<file path="config.mk">
export PLATFORM = sky130hd
export DESIGN_NAME = dphy_master_byte_tx
export DESIGN_NICKNAME = d
export VERILOG_FILES = /design/src/rtl/dphy_tx_pkg.sv /design/src/rtl/dphy_tx_lane_split.sv /design/src/rtl/dphy_master_byte_tx.sv
export SDC_FILE = /design/constraint.sdc
export NUM_CORES = 1
export LEC_CHECK = 0
export CORE_MARGIN = 4
export CORE_UTILIZATION = 30
export CTS_CLUSTER_SIZE = 25
export DETAILED_ROUTE_END_ITERATION = 16
export SKIP_LAST_GASP = 1
export SLEW_MARGIN = 20
export SYNTH_ARGS = -nofsm -noshare
export SYNTH_HDL_FRONTEND = slang
export SYNTH_SLANG_ARGS = --single-unit
</file>
<file path="constraint.sdc">
create_clock -name clk_i -period 2.6 [get_ports clk_i]
set_input_delay 0.52 -clock clk_i [delete_from_list [all_inputs] [get_ports clk_i]]
set_output_delay 0.52 -clock clk_i [all_outputs]
set_load 0.01 [all_outputs]
</file>
<file path="src/rtl/dphy_tx_pkg.sv">
// Shared types and constants for the D-PHY HS byte-clock transmit sequencer.
// Holds the FSM encoding, the sync byte, the LP line levels and the lane slicing helper.
package dphy_tx_pkg;

  typedef enum logic [2:0] {
    ST_IDLE    = 3'd0,
    ST_LPX     = 3'd1,
    ST_PREPARE = 3'd2,
    ST_HS_ZERO = 3'd3,
    ST_SYNC    = 3'd4,
    ST_PAYLOAD = 3'd5,
    ST_TRAIL   = 3'd6,
    ST_EXIT    = 3'd7
  } tx_state_e;

  localparam logic [7:0] SYNC_BYTE = 8'hB8;

  // LP line levels packed as {p, n}.
  localparam logic [1:0] LP11 = 2'b11;
  localparam logic [1:0] LP01 = 2'b01;
  localparam logic [1:0] LP00 = 2'b00;

  // Number of byte-clock cycles needed to put one 32-bit word on the lanes.
  function automatic int slice_count(input int lanes);
    return 4 / lanes;
  endfunction

endpackage

</file>
<file path="src/rtl/dphy_tx_lane_split.sv">
// Combinational word-to-lane mapper: slice s puts word byte (s*DATA_LANES + i) on lane i.
// Also reports bit 7 of each lane byte, which is the last bit serialized on that lane.
module dphy_tx_lane_split #(
  parameter int DATA_LANES = 2,
  parameter int SLICE_W    = 1
) (
  input  logic [31:0]              word_i,
  input  logic [SLICE_W-1:0]       slice_i,
  output logic [DATA_LANES*8-1:0]  bytes_o,
  output logic [DATA_LANES-1:0]    last_bit_o
);

  for (genvar i = 0; i < DATA_LANES; i++) begin : g_lane
    logic [4:0] bit_off;
    assign bit_off       = 5'((int'(slice_i) * DATA_LANES + i) * 8);
    assign bytes_o[8*i +: 8] = word_i[bit_off +: 8];
    assign last_bit_o[i] = word_i[bit_off + 5'd7];
  end

endmodule

</file>
<file path="src/rtl/dphy_master_byte_tx.sv">
// D-PHY HS transmit sequencer in the byte-clock domain: LP-11 -> LP-01 -> LP-00 -> HS-zero
// -> sync -> payload -> trail -> LP-11, with 32-bit words striped across DATA_LANES lanes.
module dphy_master_byte_tx
  import dphy_tx_pkg::*;
#(
  parameter int DATA_LANES   = 2,
  parameter int T_LPX        = 2,
  parameter int T_HS_PREPARE = 2,
  parameter int T_HS_ZERO    = 6,
  parameter int T_HS_TRAIL   = 4,
  parameter int T_HS_EXIT    = 4
) (
  input  logic                    clk_i,
  input  logic                    rst_i,
  input  logic                    enable_i,
  input  logic [31:0]             data_i,
  input  logic                    valid_i,
  input  logic                    eop_i,
  output logic                    ready_o,
  output logic [DATA_LANES*8-1:0] hs_data_o,
  output logic                    hs_en_o,
  output logic [DATA_LANES-1:0]   lp_p_o,
  output logic [DATA_LANES-1:0]   lp_n_o,
  output logic                    busy_o,
  output logic                    underflow_o,
  output tx_state_e               state_o
);

  localparam int S       = slice_count(DATA_LANES);
  localparam int SLICE_W = (S > 1) ? $clog2(S) : 1;
  localparam int T_MAX1  = (T_LPX > T_HS_PREPARE) ? T_LPX : T_HS_PREPARE;
  localparam int T_MAX2  = (T_HS_ZERO > T_HS_TRAIL) ? T_HS_ZERO : T_HS_TRAIL;
  localparam int T_MAX3  = (T_MAX1 > T_MAX2) ? T_MAX1 : T_MAX2;
  localparam int T_MAX   = (T_MAX3 > T_HS_EXIT) ? T_MAX3 : T_HS_EXIT;
  localparam int CNT_W   = $clog2(T_MAX + 1);

  localparam logic [CNT_W-1:0] CNT_LPX   = CNT_W'(T_LPX - 1);
  localparam logic [CNT_W-1:0] CNT_PREP  = CNT_W'(T_HS_PREPARE - 1);
  localparam logic [CNT_W-1:0] CNT_ZERO  = CNT_W'(T_HS_ZERO - 1);
  localparam logic [CNT_W-1:0] CNT_TRAIL = CNT_W'(T_HS_TRAIL - 1);
  localparam logic [CNT_W-1:0] CNT_EXIT  = CNT_W'(T_HS_EXIT - 1);

  if (!(DATA_LANES == 1 || DATA_LANES == 2 || DATA_LANES == 4)) begin : g_bad_lanes
    $error("dphy_master_byte_tx: DATA_LANES must be 1, 2 or 4");
  end
  if (T_LPX < 1 || T_HS_PREPARE < 1 || T_HS_ZERO < 1 || T_HS_TRAIL < 1 || T_HS_EXIT < 1)
  begin : g_bad_timing
    $error("dphy_master_byte_tx: every T_* timing parameter must be at least 1");
  end

  tx_state_e              state_q;
  logic [CNT_W-1:0]       cnt_q;
  logic [SLICE_W-1:0]     slice_q;
  logic [31:0]            word_q;
  logic                   eop_q;
  logic [DATA_LANES-1:0]  last_bit_q;

  logic                   last_slice;
  logic                   cnt_done;
  logic [31:0]            nxt_word;
  logic [SLICE_W-1:0]     nxt_slice;
  logic [DATA_LANES*8-1:0] split_bytes;
  logic [DATA_LANES-1:0]  split_last;
  logic [DATA_LANES*8-1:0] trail_bytes;

  assign state_o    = state_q;
  assign last_slice = (slice_q == SLICE_W'(S - 1));
  assign cnt_done   = (cnt_q == '0);

  // The splitter always looks one slice ahead so hs_data_o can stay registered.
  assign nxt_slice = (state_q == ST_PAYLOAD && !last_slice) ? slice_q + SLICE_W'(1) : '0;
  assign nxt_word  = (state_q == ST_PAYLOAD && last_slice) ? data_i : word_q;

  dphy_tx_lane_split #(
    .DATA_LANES (DATA_LANES),
    .SLICE_W    (SLICE_W)
  ) u_split (
    .word_i     (nxt_word),
    .slice_i    (nxt_slice),
    .bytes_o    (split_bytes),
    .last_bit_o (split_last)
  );

  for (genvar i = 0; i < DATA_LANES; i++) begin : g_trail
    assign trail_bytes[8*i +: 8] = {8{~last_bit_q[i]}};
  end

  always_comb begin
    ready_o = 1'b0;
    if (!rst_i) begin
      if (state_q == ST_IDLE) ready_o = enable_i;
      else if (state_q == ST_PAYLOAD && last_slice && !eop_q) ready_o = 1'b1;
    end
  end

  always_ff @(posedge clk_i or posedge rst_i) begin
    if (rst_i) begin
      state_q     <= ST_IDLE;
      cnt_q       <= '0;
      slice_q     <= '0;
      word_q      <= '0;
      eop_q       <= 1'b0;
      last_bit_q  <= '0;
      hs_data_o   <= '0;
      hs_en_o     <= 1'b0;
      lp_p_o      <= '1;
      lp_n_o      <= '1;
      busy_o      <= 1'b0;
      underflow_o <= 1'b0;
    end else begin
      underflow_o <= 1'b0;
      case (state_q)
        ST_IDLE: begin
          if (enable_i && valid_i) begin
            word_q  <= data_i;
            eop_q   <= eop_i;
            state_q <= ST_LPX;
            cnt_q   <= CNT_LPX;
            lp_p_o  <= {DATA_LANES{LP01[1]}};
            lp_n_o  <= {DATA_LANES{LP01[0]}};
            busy_o  <= 1'b1;
          end
        end
        ST_LPX: begin
          if (cnt_done) begin
            state_q <= ST_PREPARE;
            cnt_q   <= CNT_PREP;
            lp_p_o  <= {DATA_LANES{LP00[1]}};
            lp_n_o  <= {DATA_LANES{LP00[0]}};
          end else begin
            cnt_q <= cnt_q - 1'b1;
          end
        end
        ST_PREPARE: begin
          if (cnt_done) begin
            state_q   <= ST_HS_ZERO;
            cnt_q     <= CNT_ZERO;
            hs_en_o   <= 1'b1;
            hs_data_o <= '0;
          end else begin
            cnt_q <= cnt_q - 1'b1;
          end
        end
        ST_HS_ZERO: begin
          if (cnt_done) begin
            state_q   <= ST_SYNC;
            hs_data_o <= {DATA_LANES{SYNC_BYTE}};
          end else begin
            cnt_q <= cnt_q - 1'b1;
          end
        end
        ST_SYNC: begin
          state_q    <= ST_PAYLOAD;
          slice_q    <= nxt_slice;
          hs_data_o  <= split_bytes;
          last_bit_q <= split_last;
        end
        ST_PAYLOAD: begin
          if (!last_slice) begin
            slice_q    <= nxt_slice;
            hs_data_o  <= split_bytes;
            last_bit_q <= split_last;
          end else if (!eop_q && valid_i) begin
            word_q     <= data_i;
            eop_q      <= eop_i;
            slice_q    <= nxt_slice;
            hs_data_o  <= split_bytes;
            last_bit_q <= split_last;
          end else begin
            // Either a clean end of packet or a starved word boundary; both close the burst.
            underflow_o <= !eop_q;
            state_q     <= ST_TRAIL;
            cnt_q       <= CNT_TRAIL;
            hs_data_o   <= trail_bytes;
          end
        end
        ST_TRAIL: begin
          if (cnt_done) begin
            state_q   <= ST_EXIT;
            cnt_q     <= CNT_EXIT;
            hs_en_o   <= 1'b0;
            hs_data_o <= '0;
            lp_p_o    <= {DATA_LANES{LP11[1]}};
            lp_n_o    <= {DATA_LANES{LP11[0]}};
          end else begin
            cnt_q <= cnt_q - 1'b1;
          end
        end
        ST_EXIT: begin
          if (cnt_done) begin
            state_q <= ST_IDLE;
            busy_o  <= 1'b0;
          end else begin
            cnt_q <= cnt_q - 1'b1;
          end
        end
        default: state_q <= ST_IDLE;
      endcase
    end
  end

endmodule

</file>
==> flow_summary.html, run 1 <==
<table>
<tr><th>Metric</th><th>Value</th></tr>
<tr><th colspan="2">Setup path</th></tr>
<tr><td>Number of buffers and inverters on the critical path</td><td>2</td></tr>
<tr><td>Crit. path cell count</td><td>2</td></tr>
<tr><td>Launching element type of the critical path</td><td>flop</td></tr>
<tr><td>Slack of the worst reg-to-reg path</td><td>700 ps</td></tr>
<tr><td>Cell family with most CP delay</td><td>buffers and inverters</td></tr>
<tr><td>Required time of the critical path</td><td>~2100 ps</td></tr>
<tr><td>Slowest Stage Delay on Critical Path</td><td>550 ps</td></tr>
<tr><td>Worst-path cell with the longest stage delay</td><td>sky130_fd_sc_hd__clkdlybuf4s50_1</td></tr>
<tr><td>Nature of the critical path endpoint</td><td>output pin</td></tr>
<tr><td>Worst r2r path cells</td><td>5</td></tr>
<tr><td>Endpoint arrival time on the critical path</td><td>1650 ps</td></tr>
<tr><td>Path type of the worst setup path</td><td>reg2out</td></tr>
<tr><td>Cells along the critical path</td><td>buf_4, clkdlybuf4s50_1</td></tr>
<tr><td>Highest fanout seen on the critical path</td><td>11</td></tr>
<tr><th colspan="2">Logic synthesis</th></tr>
<tr><td>Synthesized netlist net count</td><td>330</td></tr>
<tr><td>Largest area contributor in the synthesized netlist</td><td>sky130_fd_sc_hd__dfrtp_1</td></tr>
<tr><td>Flip-flop and latch count after synthesis</td><td>63</td></tr>
<tr><td>Number of flops mapped to enable cells by yosys</td><td>0</td></tr>
<tr><td>Average size of a mapped cell</td><td>11.0 sq um</td></tr>
<tr><td>Main synth FF type</td><td>sky130_fd_sc_hd__dfrtp_1</td></tr>
<tr><td>Instance count of the mapped netlist</td><td>291</td></tr>
<tr><td>Async set-reset flop share out of synthesis</td><td>between 90% and 100%</td></tr>
<tr><td>Area share of the leading cell type in the synthesized netlist</td><td>47.6%</td></tr>
<tr><td>Post-synth cell types</td><td>46</td></tr>
<tr><td>Top cells by area, synth</td><td>sky130_fd_sc_hd__dfrtp_1 (48%), sky130_fd_sc_hd__mux2_2 (12%), sky130_fd_sc_hd__a211oi_1 (4.9%)</td></tr>
<tr><td>Number of warnings reported in the yosys synthesis log</td><td>0</td></tr>
<tr><td>Synth Cell Area</td><td>0.00321 sq mm</td></tr>
<tr><td>Share of the yosys chip area belonging to registers</td><td>49.2%</td></tr>
<tr><th colspan="2">Cells and area</th></tr>
<tr><td>Total of fill cells in the finished design</td><td>~1,000</td></tr>
<tr><td>Most common cell after layout, fill and taps aside</td><td>sky130_fd_sc_hd__clkdlybuf4s50_1</td></tr>
<tr><td>Commonest non-fill, non-tap cells in the layout</td><td>sky130_fd_sc_hd__clkdlybuf4s50_1 (62), sky130_fd_sc_hd__dfrtp_1 (61), sky130_fd_sc_hd__mux2_2 (34)</td></tr>
<tr><td>Layout area overhead</td><td>33.6%</td></tr>
<tr><td>Fraction of final layout cells sized beyond drive strength 1</td><td>19.8%</td></tr>
<tr><td>Antenna Cells</td><td>0</td></tr>
<tr><td>Nets@finish</td><td>398</td></tr>
<tr><th colspan="2">Clocking</th></tr>
<tr><td>CTS clk-pin slew, worst paths</td><td>70 ps</td></tr>
<tr><td>Clock buffers created by TritonCTS</td><td>9</td></tr>
<tr><td>Clock latency at the later pin of the worst-skew pair</td><td>340 ps</td></tr>
<tr><td>Max Buffers Root-to-Sink</td><td>2</td></tr>
<tr><td>Maximum level of the CTS H-tree</td><td>3</td></tr>
<tr><td>Total number of clock tree sinks</td><td>63</td></tr>
<tr><td>TritonCTS clock tree</td><td>yes</td></tr>
<tr><td>Buffer type at the clock tree root</td><td>sky130_fd_sc_hd__clkbuf_8</td></tr>
<tr><th colspan="2">STA</th></tr>
<tr><td>Crit share post-route</td><td>83.5%</td></tr>
<tr><td>Setup repair after global routing missed its margin</td><td>no</td></tr>
<tr><td>Hold Vio Cnt, Final</td><td>0</td></tr>
<tr><td>Setup violators final</td><td>0</td></tr>
<tr><td>Worst setup skew after layout</td><td>7.58 ps</td></tr>
<tr><td>Setup WS post-layout</td><td>around 430 ps</td></tr>
<tr><td>Total Negative Setup Slacks</td><td>0 ps</td></tr>
<tr><td>Worst-case headroom to the max-slew limit</td><td>about 44%</td></tr>
<tr><td>Upper clock frequency limit</td><td>461 MHz</td></tr>
<tr><td>Max Slew Vio Count</td><td>0</td></tr>
<tr><td>Final critical delay including setup and external delays</td><td>2170 ps</td></tr>
<tr><td>Tightest Pin Transition</td><td>approximately 840 ps</td></tr>
<tr><th colspan="2">Detailed routing</th></tr>
<tr><td>Routed length per placed instance</td><td>~16 um</td></tr>
<tr><td>DRT Pass-1 Iters</td><td>4</td></tr>
<tr><td>Total via count after detailed routing</td><td>2,570</td></tr>
<tr><td>Starting DRC count in detailed routing</td><td>between 60 and 70</td></tr>
<tr><td>DRC Markers</td><td>0</td></tr>
<tr><td>Remaining antenna violation count</td><td>0</td></tr>
<tr><td>Total routed wirelength</td><td>8.17 mm</td></tr>
<tr><td>Via density per instance</td><td>around 5.1</td></tr>
<tr><th colspan="2">Die</th></tr>
<tr><td>Effective utilization at floorplan</td><td>30.9%</td></tr>
<tr><td>Die height</td><td>between 100 and 150 um</td></tr>
<tr><td>Overall die width</td><td>around 110 um</td></tr>
<tr><td>Number of core rows</td><td>37</td></tr>
<tr><td>Number of top-level design ports</td><td>64</td></tr>
<tr><td>Overall die area</td><td>around 0.012 sq mm</td></tr>
<tr><td>Placeable Area</td><td>0.0104 sq mm</td></tr>
<tr><th colspan="2">Global routing</th></tr>
<tr><td>Number of antenna violations at the first check in global routing</td><td>0</td></tr>
<tr><td>Maximum number of pins on one net before global-route repair</td><td>64</td></tr>
<tr><td>Number of global-route vias before repair</td><td>2,635</td></tr>
<tr><td>Total congestion overflow</td><td>0</td></tr>
<tr><td>Wire length of the first global-routing pass</td><td>13.6 mm</td></tr>
<tr><td>Overall global routing resource usage</td><td>~13%</td></tr>
<tr><th colspan="2">Placed design</th></tr>
<tr><td>Number of I/O port buffers</td><td>63</td></tr>
<tr><td>Placement Setup Slack</td><td>64.3 ps</td></tr>
<tr><td>DPL Wire Length</td><td>5.59 mm</td></tr>
<tr><td>Final GP Congestion</td><td>0.826</td></tr>
<tr><th colspan="2">Power and ir drop</th></tr>
<tr><td>Leakage</td><td>1.78 nW</td></tr>
<tr><td>Power consumption</td><td>5.40 mW</td></tr>
<tr><td>Peak ir drop on the vdd network</td><td>0.000510 V</td></tr>
<tr><td>Pwr per Cell Area</td><td>1260 mW/mm^2</td></tr>
<tr><th colspan="2">Hold path</th></tr>
<tr><td>Class of the most critical hold timing path</td><td>reg2reg</td></tr>
<tr><td>Hold Crit Depth</td><td>1</td></tr>
<tr><th colspan="2">Flow run</th></tr>
<tr><td>Number of max-cap violations</td><td>0</td></tr>
<tr><th colspan="2">Run status</th></tr>
<tr><td>Result of the run</td><td>completed</td></tr>
</table>
sequential cells by signal, indices dropped and copies added, names as in the netlist, 2 cells and up:
register / flops
word_q: 32
hs_data_o: 16
cnt_q: 3
state_o: 3
last_bit_q: 2
layer usage:
| metal | vias to the layer above | track usage (%) | routed length [um] |
|---|---|---|---|
| met5 | - | 0 | 0 |
| met4 | 0 | 3.97 | 74 |
| met3 | 8 | 3.59 | 431 |
| met2 | 67 | 22.0 | 3950 |
| met1 | 1262 | 17.4 | 3710 |
| li1 | 1233 | - | - |
where the power goes:
group          switching, mW  total [mW]  internal, mW
Combinational           1.29        2.59          1.30
Clock                  0.402        1.06         0.660
Sequential             0.289        1.75          1.47
Total                   1.98        5.40          3.42
synth_stat cells (2+ instances only):
library cell,count
sky130_fd_sc_hd__clkbuf_1,14
sky130_fd_sc_hd__a31oi_1,3
sky130_fd_sc_hd__and3_1,4
sky130_fd_sc_hd__nor3_1,4
sky130_fd_sc_hd__a21o_1,2
sky130_fd_sc_hd__dfrtp_1,61
sky130_fd_sc_hd__nor2b_1,4
sky130_fd_sc_hd__o22a_1,3
sky130_fd_sc_hd__dfstp_2,2
sky130_fd_sc_hd__mux2i_1,14
sky130_fd_sc_hd__ha_1,2
sky130_fd_sc_hd__or3_1,2
sky130_fd_sc_hd__nand3b_1,2
sky130_fd_sc_hd__nand2b_1,3
sky130_fd_sc_hd__a22o_1,2
sky130_fd_sc_hd__buf_2,3
sky130_fd_sc_hd__a21oi_1,16
sky130_fd_sc_hd__o221ai_1,9
sky130_fd_sc_hd__a22oi_1,2
sky130_fd_sc_hd__o22ai_1,2
sky130_fd_sc_hd__nand2_1,9
sky130_fd_sc_hd__inv_1,14
sky130_fd_sc_hd__mux2_2,34
sky130_fd_sc_hd__buf_6,3
sky130_fd_sc_hd__o21ai_0,17
sky130_fd_sc_hd__nor2_1,14
sky130_fd_sc_hd__o211ai_1,3
sky130_fd_sc_hd__a211oi_1,21
sky130_fd_sc_hd__mux2_1,2
sky130_fd_sc_hd__clkinv_1,2
sky130_fd_sc_hd__o31ai_1,2
sky130_fd_sc_hd__buf_4,2
logic make-up (layout without fill, tap and decap cells):
logic type      Yosys count  count (layout)  share of synthesized area, %
fa+ha+maj                 2               2                         0.780
xor+xnor                  1               1                         0.273
simple gates             46              46                          7.33
flops                    63              63                          49.2
compound gates           91              91                          19.9
buf+inv                  38             111                          5.50
mux                      50              50                          17.0
repair_timing:
| action | CTS | global route |
|---|---|---|
| endpoints found under the setup margin | 0 | 1 |
| gates resized for setup | 0 | 1 |
| hold buffers | 0 | 0 |
| setup buffers | 0 | 0 |
worst paths after layout:
path | end | from
max in group asynchronous | lp_p_o[0]$_DFFE_PP1P_ | rst_i
worst min register to register | word_q[22]$_DFFE_PP0P_ | word_q[22]$_DFFE_PP0P_
worst max register to register | hs_data_o[3]$_DFFE_PP0P_ | state_o[0]$_DFFE_PP0P_
worst min-delay path | word_q[22]$_DFFE_PP0P_ | word_q[22]$_DFFE_PP0P_
worst max-delay path | state_o[1] | state_o[1]$_DFFE_PP0P_
min in group asynchronous | state_o[1]$_DFFE_PP0P_ | rst_i
layout make-up:
type / instances / area (sq um) / area share (%)
Sequential cell: 63 / 1580 / 36.9
Multi-Input combinational cell: 190 / 1450 / 33.9
Timing Repair Buffer: 79 / 778 / 18.2
Tap cell: 136 / 170 / 3.97
Clock buffer: 10 / 138 / 3.21
Clock inverter: 6 / 108 / 2.51
Inverter: 16 / 60.1 / 1.40
worst reg2reg max path: stages (launching register included):
cell and delay [ps]:
sky130_fd_sc_hd__dfrtp_1 400, sky130_fd_sc_hd__buf_4 200, sky130_fd_sc_hd__clkinv_1 240, sky130_fd_sc_hd__or4_1 610, sky130_fd_sc_hd__o211ai_1 190, sky130_fd_sc_hd__o22a_1 200
metrics by stage:
| step | utilization, % | hold slack, ps | instances | cell area [sq um] |
|---|---|---|---|---|
| floorplan | - | 457 | 291 | 3210 |
| global placement | 38.9 | 470 | 484 | 4040 |
| detailed placement | 38.9 | 474 | 484 | 4040 |
| CTS | 41.3 | 491 | 500 | 4280 |
| global route | 41.3 | 507 | 500 | 4280 |
| finish | 41.3 | 487 | 500 | 4280 |
Power figures use the tool's default switching activity.
==> inputs of run 2 (changes only) <==
==> constraint.sdc (replaced) <==
create_clock -name clk_i -period 1.8 [get_ports clk_i]
set_input_delay 0.36 -clock clk_i [delete_from_list [all_inputs] [get_ports clk_i]]
set_output_delay 0.36 -clock clk_i [all_outputs]
set_load 0.01 [all_outputs]
==> run 2 against run 1 <==
Against the previous run:
- the flow now finishes with violations (setup timing)
- global-route usage rose by 0.23 points
- cell area rose by 6.3%
- clock power rose by 14%
- clock-buffer cell count rose by 2
- critical path depth rose by 4
- via count rose by 3.8%
- final cell count rose by 5.8%
- critical endpoint is now word_q[10]$_DFFE_PP0P_
- largest cell class unchanged
==> flow_summary.html, run 2 (same netlist as run 1, synthesis figures left out) <==
<table>
<tr><th>Metric</th><th>Value</th></tr>
<tr><th colspan="2">STA</th></tr>
<tr><td>Setup WS post-layout</td><td>-184 ps</td></tr>
<tr><td>Max Slew Vio Count</td><td>0</td></tr>
<tr><td>Hold Vio Cnt, Final</td><td>0</td></tr>
<tr><td>Worst setup skew after layout</td><td>about 14 ps</td></tr>
<tr><td>Setup violators final</td><td>34</td></tr>
<tr><td>Tightest Pin Transition</td><td>489 ps</td></tr>
<tr><td>Worst-case headroom to the max-slew limit</td><td>66.9%</td></tr>
<tr><td>Upper clock frequency limit</td><td>just over 500 MHz</td></tr>
<tr><td>Setup repair after global routing missed its margin</td><td>yes</td></tr>
<tr><td>Crit share post-route</td><td>110%</td></tr>
<tr><td>Final critical delay including setup and external delays</td><td>1980 ps</td></tr>
<tr><th colspan="2">Global routing</th></tr>
<tr><td>Number of antenna violations at the first check in global routing</td><td>0</td></tr>
<tr><td>Maximum number of pins on one net before global-route repair</td><td>34</td></tr>
<tr><td>Total congestion overflow</td><td>0</td></tr>
<tr><td>Wire length of the first global-routing pass</td><td>roughly 14 mm</td></tr>
<tr><td>Number of global-route vias before repair</td><td>2,802</td></tr>
<tr><td>Overall global routing resource usage</td><td>13.6%</td></tr>
<tr><th colspan="2">Clocking</th></tr>
<tr><td>CTS clk-pin slew, worst paths</td><td>about 80 ps</td></tr>
<tr><td>Maximum level of the CTS H-tree</td><td>3</td></tr>
<tr><td>Total number of clock tree sinks</td><td>63</td></tr>
<tr><td>Buffer type at the clock tree root</td><td>sky130_fd_sc_hd__clkbuf_8</td></tr>
<tr><td>Number of hold buffers added after cts</td><td>0</td></tr>
<tr><td>Clock latency at the later pin of the worst-skew pair</td><td>340 ps</td></tr>
<tr><td>Max Buffers Root-to-Sink</td><td>2</td></tr>
<tr><td>TritonCTS clock tree</td><td>yes</td></tr>
<tr><td>Clock buffers created by TritonCTS</td><td>9</td></tr>
<tr><th colspan="2">Power and ir drop</th></tr>
<tr><td>Pwr per Cell Area</td><td>roughly 1800 mW/mm^2</td></tr>
<tr><td>Pint</td><td>5.09 mW</td></tr>
<tr><td>Relative contribution of sequential cells to total power</td><td>31.1%</td></tr>
<tr><td>Net Switching</td><td>3.01 mW</td></tr>
<tr><td>Clock group share of total power</td><td>around 15%</td></tr>
<tr><td>Combinational power share</td><td>54.0%</td></tr>
<tr><td>Net Sw Frac</td><td>37.2%</td></tr>
<tr><td>Peak ir drop on the vdd network</td><td>around 0.00076 V</td></tr>
<tr><td>Leakage</td><td>1.92 nW</td></tr>
<tr><th colspan="2">Cells and area</th></tr>
<tr><td>Finished layout cell area</td><td>around 0.0046 sq mm</td></tr>
<tr><td>Commonest non-fill, non-tap cells in the layout</td><td>sky130_fd_sc_hd__dfrtp_1 (60), sky130_fd_sc_hd__clkdlybuf4s50_1 (55), sky130_fd_sc_hd__buf_4 (37)</td></tr>
<tr><td>Max reg flops</td><td>32</td></tr>
<tr><td>Total of fill cells in the finished design</td><td>1,002</td></tr>
<tr><td>Final standard cell count with taps included and fillers excluded</td><td>approximately 530</td></tr>
<tr><td>Layout area overhead</td><td>42.1%</td></tr>
<tr><td>Antenna Cells</td><td>0</td></tr>
<tr><td>Fraction of final layout cells sized beyond drive strength 1</td><td>29.0%</td></tr>
<tr><td>Register bank with the most flops</td><td>word_q</td></tr>
<tr><td>Post-layout utilization of the core</td><td>43.9%</td></tr>
<tr><td>Biggest regs</td><td>word_q (32), hs_data_o (16)</td></tr>
<tr><td>Nets@finish</td><td>~430</td></tr>
<tr><td>Most common cell after layout, fill and taps aside</td><td>sky130_fd_sc_hd__dfrtp_1</td></tr>
<tr><th colspan="2">Detailed routing</th></tr>
<tr><td>Routed length per placed instance</td><td>16.0 um</td></tr>
<tr><td>Met2 wirelength from detailed routing</td><td>4.24 mm</td></tr>
<tr><td>DRC Markers</td><td>0</td></tr>
<tr><td>Total routed wire length on the met1 layer</td><td>3.71 mm</td></tr>
<tr><td>DRT Pass-1 Iters</td><td>4</td></tr>
<tr><td>Highest Signal Layer</td><td>met4</td></tr>
<tr><td>Total via count after detailed routing</td><td>2,667</td></tr>
<tr><td>Remaining antenna violation count</td><td>0</td></tr>
<tr><td>Routed length on met3</td><td>412 um</td></tr>
<tr><td>Total routed wirelength</td><td>about 8.5 mm</td></tr>
<tr><td>Via density per instance</td><td>approximately 5.0</td></tr>
<tr><td>Starting DRC count in detailed routing</td><td>approximately 120</td></tr>
<tr><th colspan="2">Die</th></tr>
<tr><td>Number of core rows</td><td>37</td></tr>
<tr><td>Placeable Area</td><td>slightly above 0.01 sq mm</td></tr>
<tr><td>Overall die width</td><td>111 um</td></tr>
<tr><td>Overall die area</td><td>0.0124 sq mm</td></tr>
<tr><td>Number of top-level design ports</td><td>64</td></tr>
<tr><td>Effective utilization at floorplan</td><td>30.9%</td></tr>
<tr><td>Die height</td><td>111 um</td></tr>
<tr><th colspan="2">Setup path</th></tr>
<tr><td>Reg2reg start</td><td>state_o[0]$_DFFE_PP0P_</td></tr>
<tr><td>Path type of the worst setup path</td><td>reg2reg</td></tr>
<tr><td>Endpoint arrival time on the critical path</td><td>approximately 2200 ps</td></tr>
<tr><td>Highest fanout seen on the critical path</td><td>33</td></tr>
<tr><td>Slowest Stage Delay on Critical Path</td><td>370 ps</td></tr>
<tr><td>Nature of the critical path endpoint</td><td>flop</td></tr>
<tr><td>Launching element type of the critical path</td><td>flop</td></tr>
<tr><td>Capture point of the worst reg-to-reg path</td><td>word_q[10]$_DFFE_PP0P_</td></tr>
<tr><td>Slack of the worst reg-to-reg path</td><td>-180 ps</td></tr>
<tr><td>Cells along the critical path</td><td>nand2_1, or3_4, buf_4, a211oi_4, buf_12, mux2_2</td></tr>
<tr><td>Required time of the critical path</td><td>~2000 ps</td></tr>
<tr><td>Worst r2r path cells</td><td>6</td></tr>
<tr><td>Worst-path cell with the longest stage delay</td><td>sky130_fd_sc_hd__dfrtp_1</td></tr>
<tr><th colspan="2">Placed design</th></tr>
<tr><td>Placed cells</td><td>around 510</td></tr>
<tr><td>Final GP Congestion</td><td>0.873</td></tr>
<tr><td>Placement Setup Slack</td><td>-444 ps</td></tr>
<tr><td>Placed cell areas</td><td>0.00423 sq mm</td></tr>
<tr><td>Number of I/O port buffers</td><td>63</td></tr>
<tr><td>DPL Wire Length</td><td>5.96 mm</td></tr>
<tr><th colspan="2">Run status</th></tr>
<tr><td>Violated checks</td><td>setup timing</td></tr>
<tr><td>Result of the run</td><td>finished with violations</td></tr>
<tr><th colspan="2">Flow run</th></tr>
<tr><td>Number of max-cap violations</td><td>0</td></tr>
<tr><th colspan="2">Hold path</th></tr>
<tr><td>Class of the most critical hold timing path</td><td>in2async</td></tr>
</table>
## run 2: changes by cell type in the layout (fill, tap and decap cells not counted), sizes merged
| cell | change |
|---|---|
| bufinv | -2 |
| clkinvlp | +1 |
| buf | +29 |
| dlygate4sd2 | +4 |
| dlymetal6s2s | +2 |
| inv | -1 |
| clkbuf | +3 |
| clkdlybuf4s50 | -7 |
## run 2: repair_timing
| action | 4_1_cts | 5_1_grt |
|---|---|---|
| setup endpoints to repair | 46 | 52 |
| resized for setup | 14 | 19 |
| buffers inserted | 3 | 1 |
| endpoints found under the hold margin | 0 | 0 |
| gates cloned | 0 | 1 |
| pin swaps | 0 | 5 |
## run 2: routing by layer
| metal | track usage [%] | vias up |
|---|---|---|
| met5 | 0 | - |
| met4 | 3.57 | 0 |
| met3 | 3.97 | 9 |
| met2 | 23.7 | 61 |
| met1 | 16.6 | 1318 |
| li1 | - | 1279 |
## run 2: worst max-delay path by stage
stage                            from                endpoint  slack, ps  cells after the start
3_3_place_gp                 enable_i                 ready_o       -410                      4
6_report       state_o[0]$_DFFE_PP0P_  word_q[10]$_DFFE_PP0P_       -180                      6
3_5_place_dp                 enable_i                 ready_o       -440                      4
2_1_floorplan  state_o[0]$_DFFE_PP0P_  word_q[18]$_DFFE_PP0P_        -60                      5
4_1_cts        state_o[2]$_DFFE_PP0P_  word_q[10]$_DFFE_PP0P_       -190                      6
5_1_grt        state_o[2]$_DFFE_PP0P_  word_q[21]$_DFFE_PP0P_       -230                      6
## run 2: power by group through the flow
stage	clock [mW]	sequential [mW]	combinational, mW
final	1.21	2.51	4.37
after global routing	1.30	2.60	4.80
after detailed placement	0	2.55	4.10
after floorplan	0	2.55	2.46
after CTS	1.25	2.52	4.18
after global placement	0	2.54	4.02
## run 2: per-stage QoR
step                      hold slack [ps]  total power [mW]  TNS, ps
after floorplan                       431              5.00    -1740
after global placement                471              6.56   -12700
after detailed placement              475              6.65   -16260
after CTS                             479              7.94    -5910
after global routing                  494              8.70    -7320
final                                 478              8.10    -5540
## run 2: worst max-delay path: cells and delay by family (launching register included)
family,cells,cell delay [ps]
DFF,1,370
and+or+nand+nor,2,480
muxes,1,360
AOI/OAI and AO/OA,1,230
buffers and inverters,2,410
## run 2: layout make-up
type,instances,area (sq um),share of cell area [%]
clock buffers,12,145,3.19
flip-flops and latches,63,1580,34.7
multi-input cells,190,1500,33.0
repair buffers,108,1040,22.9
well taps,136,170,3.74
clock inverters,4,45.0,0.989
inverters,16,67.6,1.48
==> inputs of run 3 (changes only) <==
--- a/config.mk
+++ b/config.mk
@@ -5,12 +5,13 @@
 export SDC_FILE = /design/constraint.sdc
 export NUM_CORES = 1
 export LEC_CHECK = 0
+export CORE_ASPECT_RATIO = 1.1
 export CORE_MARGIN = 4
 export CORE_UTILIZATION = 30
+export CTS_CLUSTER_DIAMETER = 120
 export CTS_CLUSTER_SIZE = 25
 export DETAILED_ROUTE_END_ITERATION = 16
 export SKIP_LAST_GASP = 1
-export SLEW_MARGIN = 20
 export SYNTH_ARGS = -nofsm -noshare
 export SYNTH_HDL_FRONTEND = slang
 export SYNTH_SLANG_ARGS = --single-unit
==> run 3 against run 2 <==
Against the previous run:
- the run still ends with setup timing left
- total power increased by 15%
- first-iteration DRC count increased by 38%
- combinational power increased by 11%
- critical path type unchanged
- largest cell class is now multi-input gates
==> flow_summary.html, run 3 (same netlist as run 1, synthesis figures left out) <==
<table>
<tr><th>Metric</th><th>Value</th></tr>
<tr><th colspan="2">STA</th></tr>
<tr><td>Total Negative Setup Slacks</td><td>-4710 ps</td></tr>
<tr><td>Worst setup skew after layout</td><td>3.55 ps</td></tr>
<tr><td>Max Slew Vio Count</td><td>0</td></tr>
<tr><td>Crit share post-route</td><td>109%</td></tr>
<tr><td>Final critical delay including setup and external delays</td><td>1960 ps</td></tr>
<tr><td>Worst-case headroom to the max-slew limit</td><td>73.0%</td></tr>
<tr><td>Setup repair after global routing missed its margin</td><td>yes</td></tr>
<tr><td>Tightest Pin Transition</td><td>406 ps</td></tr>
<tr><td>Setup WS post-layout</td><td>-157 ps</td></tr>
<tr><td>Setup violators final</td><td>37</td></tr>
<tr><td>Hold Vio Cnt, Final</td><td>0</td></tr>
<tr><td>Upper clock frequency limit</td><td>511 MHz</td></tr>
<tr><th colspan="2">Power and ir drop</th></tr>
<tr><td>Leakage</td><td>~2.1 nW</td></tr>
<tr><td>Peak ir drop on the vdd network</td><td>0.000612 V</td></tr>
<tr><td>Pwr per Cell Area</td><td>1880 mW/mm^2</td></tr>
<tr><th colspan="2">Global routing</th></tr>
<tr><td>Number of antenna violations at the first check in global routing</td><td>0</td></tr>
<tr><td>Number of global-route vias before repair</td><td>2,811</td></tr>
<tr><td>Maximum number of pins on one net before global-route repair</td><td>31</td></tr>
<tr><td>Overall global routing resource usage</td><td>14.9%</td></tr>
<tr><td>Wire length of the first global-routing pass</td><td>14.5 mm</td></tr>
<tr><td>Total congestion overflow</td><td>0</td></tr>
<tr><th colspan="2">Setup path</th></tr>
<tr><td>Path type of the worst setup path</td><td>reg2reg</td></tr>
<tr><td>Nature of the critical path endpoint</td><td>flop</td></tr>
<tr><td>Worst r2r path cells</td><td>7</td></tr>
<tr><td>Endpoint arrival time on the critical path</td><td>2170 ps</td></tr>
<tr><td>Required time of the critical path</td><td>2010 ps</td></tr>
<tr><td>Number of buffers and inverters on the critical path</td><td>3</td></tr>
<tr><td>Cells along the critical path</td><td>nand2_2, or3_4, buf_6, a211oi_4, buf_6, buf_12, mux2_2</td></tr>
<tr><td>Cell repeated most along the worst path</td><td>sky130_fd_sc_hd__buf_6</td></tr>
<tr><td>Launching element type of the critical path</td><td>flop</td></tr>
<tr><td>Slack of the worst reg-to-reg path</td><td>-160 ps</td></tr>
<tr><td>Cell family with most CP delay</td><td>buffers and inverters</td></tr>
<tr><td>Highest fanout seen on the critical path</td><td>9</td></tr>
<tr><td>Slowest Stage Delay on Critical Path</td><td>400 ps</td></tr>
<tr><td>Capture point of the worst reg-to-reg path</td><td>word_q[9]$_DFFE_PP0P_</td></tr>
<tr><td>Worst-path cell with the longest stage delay</td><td>sky130_fd_sc_hd__dfrtp_1</td></tr>
<tr><td>Reg2reg start</td><td>state_o[0]$_DFFE_PP0P_</td></tr>
<tr><th colspan="2">Cells and area</th></tr>
<tr><td>Commonest non-fill, non-tap cells in the layout</td><td>sky130_fd_sc_hd__dfrtp_1 (60), sky130_fd_sc_hd__clkdlybuf4s50_1 (55), sky130_fd_sc_hd__buf_4 (38)</td></tr>
<tr><td>Register bank with the most flops</td><td>word_q</td></tr>
<tr><td>Most common cell after layout, fill and taps aside</td><td>sky130_fd_sc_hd__dfrtp_1</td></tr>
<tr><td>Max reg flops</td><td>32</td></tr>
<tr><td>Layout area overhead</td><td>54.2%</td></tr>
<tr><td>Antenna Cells</td><td>0</td></tr>
<tr><td>Biggest regs</td><td>word_q (32), hs_data_o (16)</td></tr>
<tr><td>Post-layout utilization of the core</td><td>47.4%</td></tr>
<tr><td>Nets@finish</td><td>about 440</td></tr>
<tr><td>Fraction of final layout cells sized beyond drive strength 1</td><td>32.2%</td></tr>
<tr><th colspan="2">Detailed routing</th></tr>
<tr><td>Total routed wirelength</td><td>9.47 mm</td></tr>
<tr><td>Total via count after detailed routing</td><td>2,760</td></tr>
<tr><td>DRC Markers</td><td>0</td></tr>
<tr><td>Via density per instance</td><td>5.07</td></tr>
<tr><td>Starting DRC count in detailed routing</td><td>162</td></tr>
<tr><td>Remaining antenna violation count</td><td>0</td></tr>
<tr><td>Routed length per placed instance</td><td>17.4 um</td></tr>
<tr><td>DRT Pass-1 Iters</td><td>4</td></tr>
<tr><th colspan="2">Die</th></tr>
<tr><td>Die height</td><td>116 um</td></tr>
<tr><td>Effective utilization at floorplan</td><td>30.7%</td></tr>
<tr><td>Overall die width</td><td>~110 um</td></tr>
<tr><td>Placeable Area</td><td>0.0104 sq mm</td></tr>
<tr><td>Number of top-level design ports</td><td>64</td></tr>
<tr><td>Overall die area</td><td>roughly 0.012 sq mm</td></tr>
<tr><td>Number of core rows</td><td>39</td></tr>
<tr><th colspan="2">Flow run</th></tr>
<tr><td>Number of max-cap violations</td><td>0</td></tr>
<tr><th colspan="2">Placed design</th></tr>
<tr><td>DPL Wire Length</td><td>6.02 mm</td></tr>
<tr><td>Number of I/O port buffers</td><td>63</td></tr>
<tr><td>Final GP Congestion</td><td>0.890</td></tr>
<tr><th colspan="2">Run status</th></tr>
<tr><td>Violated checks</td><td>setup timing</td></tr>
<tr><td>Result of the run</td><td>finished with violations</td></tr>
<tr><th colspan="2">Hold path</th></tr>
<tr><td>Class of the most critical hold timing path</td><td>in2async</td></tr>
<tr><th colspan="2">Clocking</th></tr>
<tr><td>Maximum level of the CTS H-tree</td><td>3</td></tr>
<tr><td>Clock latency at the later pin of the worst-skew pair</td><td>between 300 and 400 ps</td></tr>
<tr><td>CTS clk-pin slew, worst paths</td><td>60 ps</td></tr>
<tr><td>Total number of clock tree sinks</td><td>63</td></tr>
<tr><td>Clock buffers created by TritonCTS</td><td>9</td></tr>
<tr><td>Max Buffers Root-to-Sink</td><td>2</td></tr>
<tr><td>Buffer type at the clock tree root</td><td>sky130_fd_sc_hd__clkbuf_16</td></tr>
<tr><td>TritonCTS clock tree</td><td>yes</td></tr>
<tr><td>Number of hold buffers added after cts</td><td>0</td></tr>
</table>
[run 3: changes by cell type in the layout (fill, tap and decap cells not counted), sizes merged]
cell          previous run  this run
clkinvlp                 2         5
inv                     13        14
bufinv                   1         2
buf                     45        52
clkbuf                  13        11
clkinv                   4         2
dlygate4sd2              4         3
dlymetal6s2s             3         4
[run 3: how the worst max path moves through the flow]
stage / slack [ps] / depth (start not counted) / start / endpoint
after floorplan: -60 / 5 / state_o[0]$_DFFE_PP0P_ / word_q[18]$_DFFE_PP0P_
after global placement: -430 / 4 / enable_i / ready_o
after global routing: -210 / 7 / state_o[0]$_DFFE_PP0P_ / word_q[7]$_DFFE_PP0P_
final: -160 / 7 / state_o[0]$_DFFE_PP0P_ / word_q[9]$_DFFE_PP0P_
after detailed placement: -410 / 4 / enable_i / ready_o
after CTS: -120 / 7 / state_o[0]$_DFFE_PP0P_ / word_q[15]$_DFFE_PP0P_
[run 3: cell type report]
class,instances,area [sq um]
Tap cell,143,179
Timing Repair Buffer,116,1180
Clock inverter,7,96.3
Inverter,16,67.6
Sequential cell,63,1580
Fill cell,990,5500
Multi-Input combinational cell,190,1620
Clock buffer,9,225
[run 3: timing repair]
| action | CTS | global route |
|---|---|---|
| gates resized for setup | 33 | 36 |
| cloned | 3 | 2 |
| buffers inserted | 11 | 0 |
| endpoints found under the setup margin | 41 | 57 |
| pin swaps | 2 | 10 |
[run 3: through the flow]
step	hold slack, ps	instance area, sq um	setup WS [ps]	power, mW	instances
5_1_grt	513	4940	-213	9.87	544
3_5_place_dp	476	4240	-410	6.63	514
3_3_place_gp	474	4240	-426	6.54	514
6_report	489	4940	-157	9.31	544
2_1_floorplan	431	3210	-59.0	5.00	291
4_1_cts	497	4780	-119	8.96	544
[run 3: power breakdown]
group	leakage (nW)	total [mW]	switching [mW]	internal [mW]
logic	1.20	4.87	2.28	2.59
clock network	0.148	1.88	0.665	1.21
registers	0.754	2.55	0.432	2.12
total	2.10	9.31	3.37	5.93
[run 3: routing by layer]
metal | vias to the layer above | wire length (um) | track usage, %
met4 | 0 | 97 | 5.80
met2 | 64 | 4880 | 25.5
met1 | 1380 | 4130 | 18.9
met3 | 8 | 357 | 2.60
li1 | 1308 | - | -
met5 | - | 0 | 0
[run 3: tightest hold or removal path, stage by stage]
cell,delay [ps]
sky130_fd_sc_hd__clkdlybuf4s50_1,430
sky130_fd_sc_hd__buf_4,150
sky130_fd_sc_hd__clkinvlp_4,260
==> variant, RTL diff (settings of run 2) <==
`DATA_LANES` is set to 2 in 2 places; all go to 1.
--- a/src/rtl/dphy_tx_lane_split.sv
+++ b/src/rtl/dphy_tx_lane_split.sv
@@ -3,3 +3,3 @@
 module dphy_tx_lane_split #(
-  parameter int DATA_LANES = 2,
+  parameter int DATA_LANES = 1,
   parameter int SLICE_W    = 1
--- a/src/rtl/dphy_master_byte_tx.sv
+++ b/src/rtl/dphy_master_byte_tx.sv
@@ -5,3 +5,3 @@
 #(
-  parameter int DATA_LANES   = 2,
+  parameter int DATA_LANES   = 1,
   parameter int T_LPX        = 2,
Interface: changed (resized hs_data_o, lp_n_o and lp_p_o); port bits go from 64 to 54. No check against the original RTL was run, so the function may have changed too.
==> variant against run 2 <==
  * Critical path type is now register to primary output
  * Total power is 25% lower
  * Sequential cell count is 8 lower
  * First-iteration DRC count is 20% higher
  * Worst hold slack better by 18 ps
  * The flow still finishes with violations (negative setup slack)
  * Cell area is 13% lower
  * Synthesized area is 12% lower
  * Die area is 11% lower
  * Worst setup slack worse by 6.9 ps
  * Wire length is 16% lower
==> variant: results (changes against run 2) <==
metric;value;unit;change
synth-seq-area-share;49.00;%;was 49.24%
post-place-ws;-324.8;ps;was -444.2 ps
maxSlewHeadroom;53.36;%;was 66.91%
track_usage;13.06;%;was 13.65%
post-place-cells;449;;was 508
finalWorstSetupSlack;-190.4;ps;was -183.6 ps
synth_common_cells;dfrtp_1, mux2_1, nand2_1;;was dfrtp_1, mux2_2, a211oi_1
vias;2307;;was 2667
grt_pass1_wl;11.76;mm;was 13.79 mm
finalSetupViolations;37;;was 34
reg.largest.list;word_q x32, hs_data_o x8;;was word_q x32, hs_data_o x16
netlist-cell-type-count;44;;was 46
setup_tns;-5616;ps;was -5538 ps
cts_buffers;5;;was 9
leakage;1.796;nW;was 1.919 nW
htree_levels;2;;was 3
synth_cells;262;;was 291
grt_max_degree;56;;was 34
cts_buffer_depth;2;;unchanged
arrival;1630;ps;was 2200 ps
io_buffers;53;;was 63
status;finished, violations left;;unchanged
drive_gt1_share;24.08;%;was 29.01%
violations;negative setup slack;;unchanged
hpwl;5.069;mm;was 5.956 mm
cts-root-buf;clkbuf_8;;unchanged
nNetsFinal;392;;was 427
syn_nets;302;;was 330
routed_wl;7.138;mm;was 8.469 mm
clk_latency;320;ps;was 340 ps
drt-initial-drc-count;140;;was 117
wl_per_cell;15.38;µm;was 16.01 µm
peakVddDrop;0.0005858;V;was 0.0007588 V
async_reset_ff_share;100.0;%;unchanged
critPathMaxFanout;2;;was 33
grt_pass1_vias;2417;;was 2802
hp-class;register to register;;was input pin to asynchronous set/reset pin
skew;10.07;ps;was 13.90 ps
gp_congestion;0.7836;;was 0.8730
clkTransAtPathRegs;110;ps;was 80 ps
synth_area_leaders;dfrtp_1, mux2_1, a21oi_1;;was dfrtp_1, mux2_2, a211oi_1
[variant: where the power goes]
group / internal [W] / total, W / switching (W)
clock: 0.000420 / 0.000855 / 0.000436
sequential: 0.00184 / 0.00220 / 0.000358
combinational: 0.00160 / 0.00303 / 0.00143
total: 0.00386 / 0.00608 / 0.00222
[variant: cell type report]
class                   instances  area (µm²)
multi-input cells             182        1398
clock buffers                   5       68.82
fillers                       885        5221
well taps                     111       138.9
clock inverters                 3       46.29
flip-flops and latches         55        1380
repair buffers                 97       898.4
inverters                      11       45.04
[variant: kinds of logic (layout without fill, tap and decap cells)]
logic type,after synthesis,after routing,synth area share [%]
compound gates,74,74,17.16
buf+inv,25,116,4.757
simple gates,61,61,10.36
xor+xnor,1,1,0.3113
fa+ha+maj,3,3,1.334
flops,55,55,49.00
mux,43,43,17.07
[variant: what timing repair did]
action | in CTS | in global routing
cloned | 0 | 1
gates resized for setup | 14 | 18
setup buffers | 6 | 1
pin swaps | 6 | 9
endpoints found under the setup margin | 43 | 48
[variant: layer usage]
layer | global-route usage [%] | vias to the layer above | wire [µm] | share of wire [%]
li1 | - | 1129 | - | -
met1 | 18.02 | 1115 | 3267 | 46
met5 | 0 | - | 0 | 0
met3 | 2.965 | 8 | 371 | 5.2
met2 | 20.71 | 55 | 3429 | 48
met4 | 3.374 | 0 | 70 | 0.98
[variant: worst max-delay path, stage by stage, from the launching register on]
cell and delay (ps):
dfrtp_1 410, ha_4 160, nand2_2 50, or3_4 340
a21oi_4 130, and2_1 120, buf_2 120
[variant: path summary, 6_finish.rpt]
path | slack, ps | cells after the start | start | endpoint
max | -190 | 6 | slice_q[1]$_DFFE_PP0P_ | ready_o
max in group asynchronous | 700 | 3 | rst_i | state_o[1]$_DFFE_PP0P_
min | 500 | 1 | word_q[15]$_DFFE_PP0P_ | word_q[15]$_DFFE_PP0P_
min reg2reg | 500 | 1 | word_q[15]$_DFFE_PP0P_ | word_q[15]$_DFFE_PP0P_
min in group asynchronous | 610 | 3 | rst_i | cnt_q[2]$_DFFE_PP0P_
max reg2reg | -190 | 7 | slice_q[1]$_DFFE_PP0P_ | word_q[29]$_DFFE_PP0P_
[variant: metrics by stage]
stage | hold slack (ps) | instance area [µm²]
after floorplan | 433.5 | 2848
after global placement | 463.3 | 3711
after detailed placement | 475.8 | 3711
after CTS | 500.7 | 3895
after global routing | 521.5 | 3975
final | 496.2 | 3975
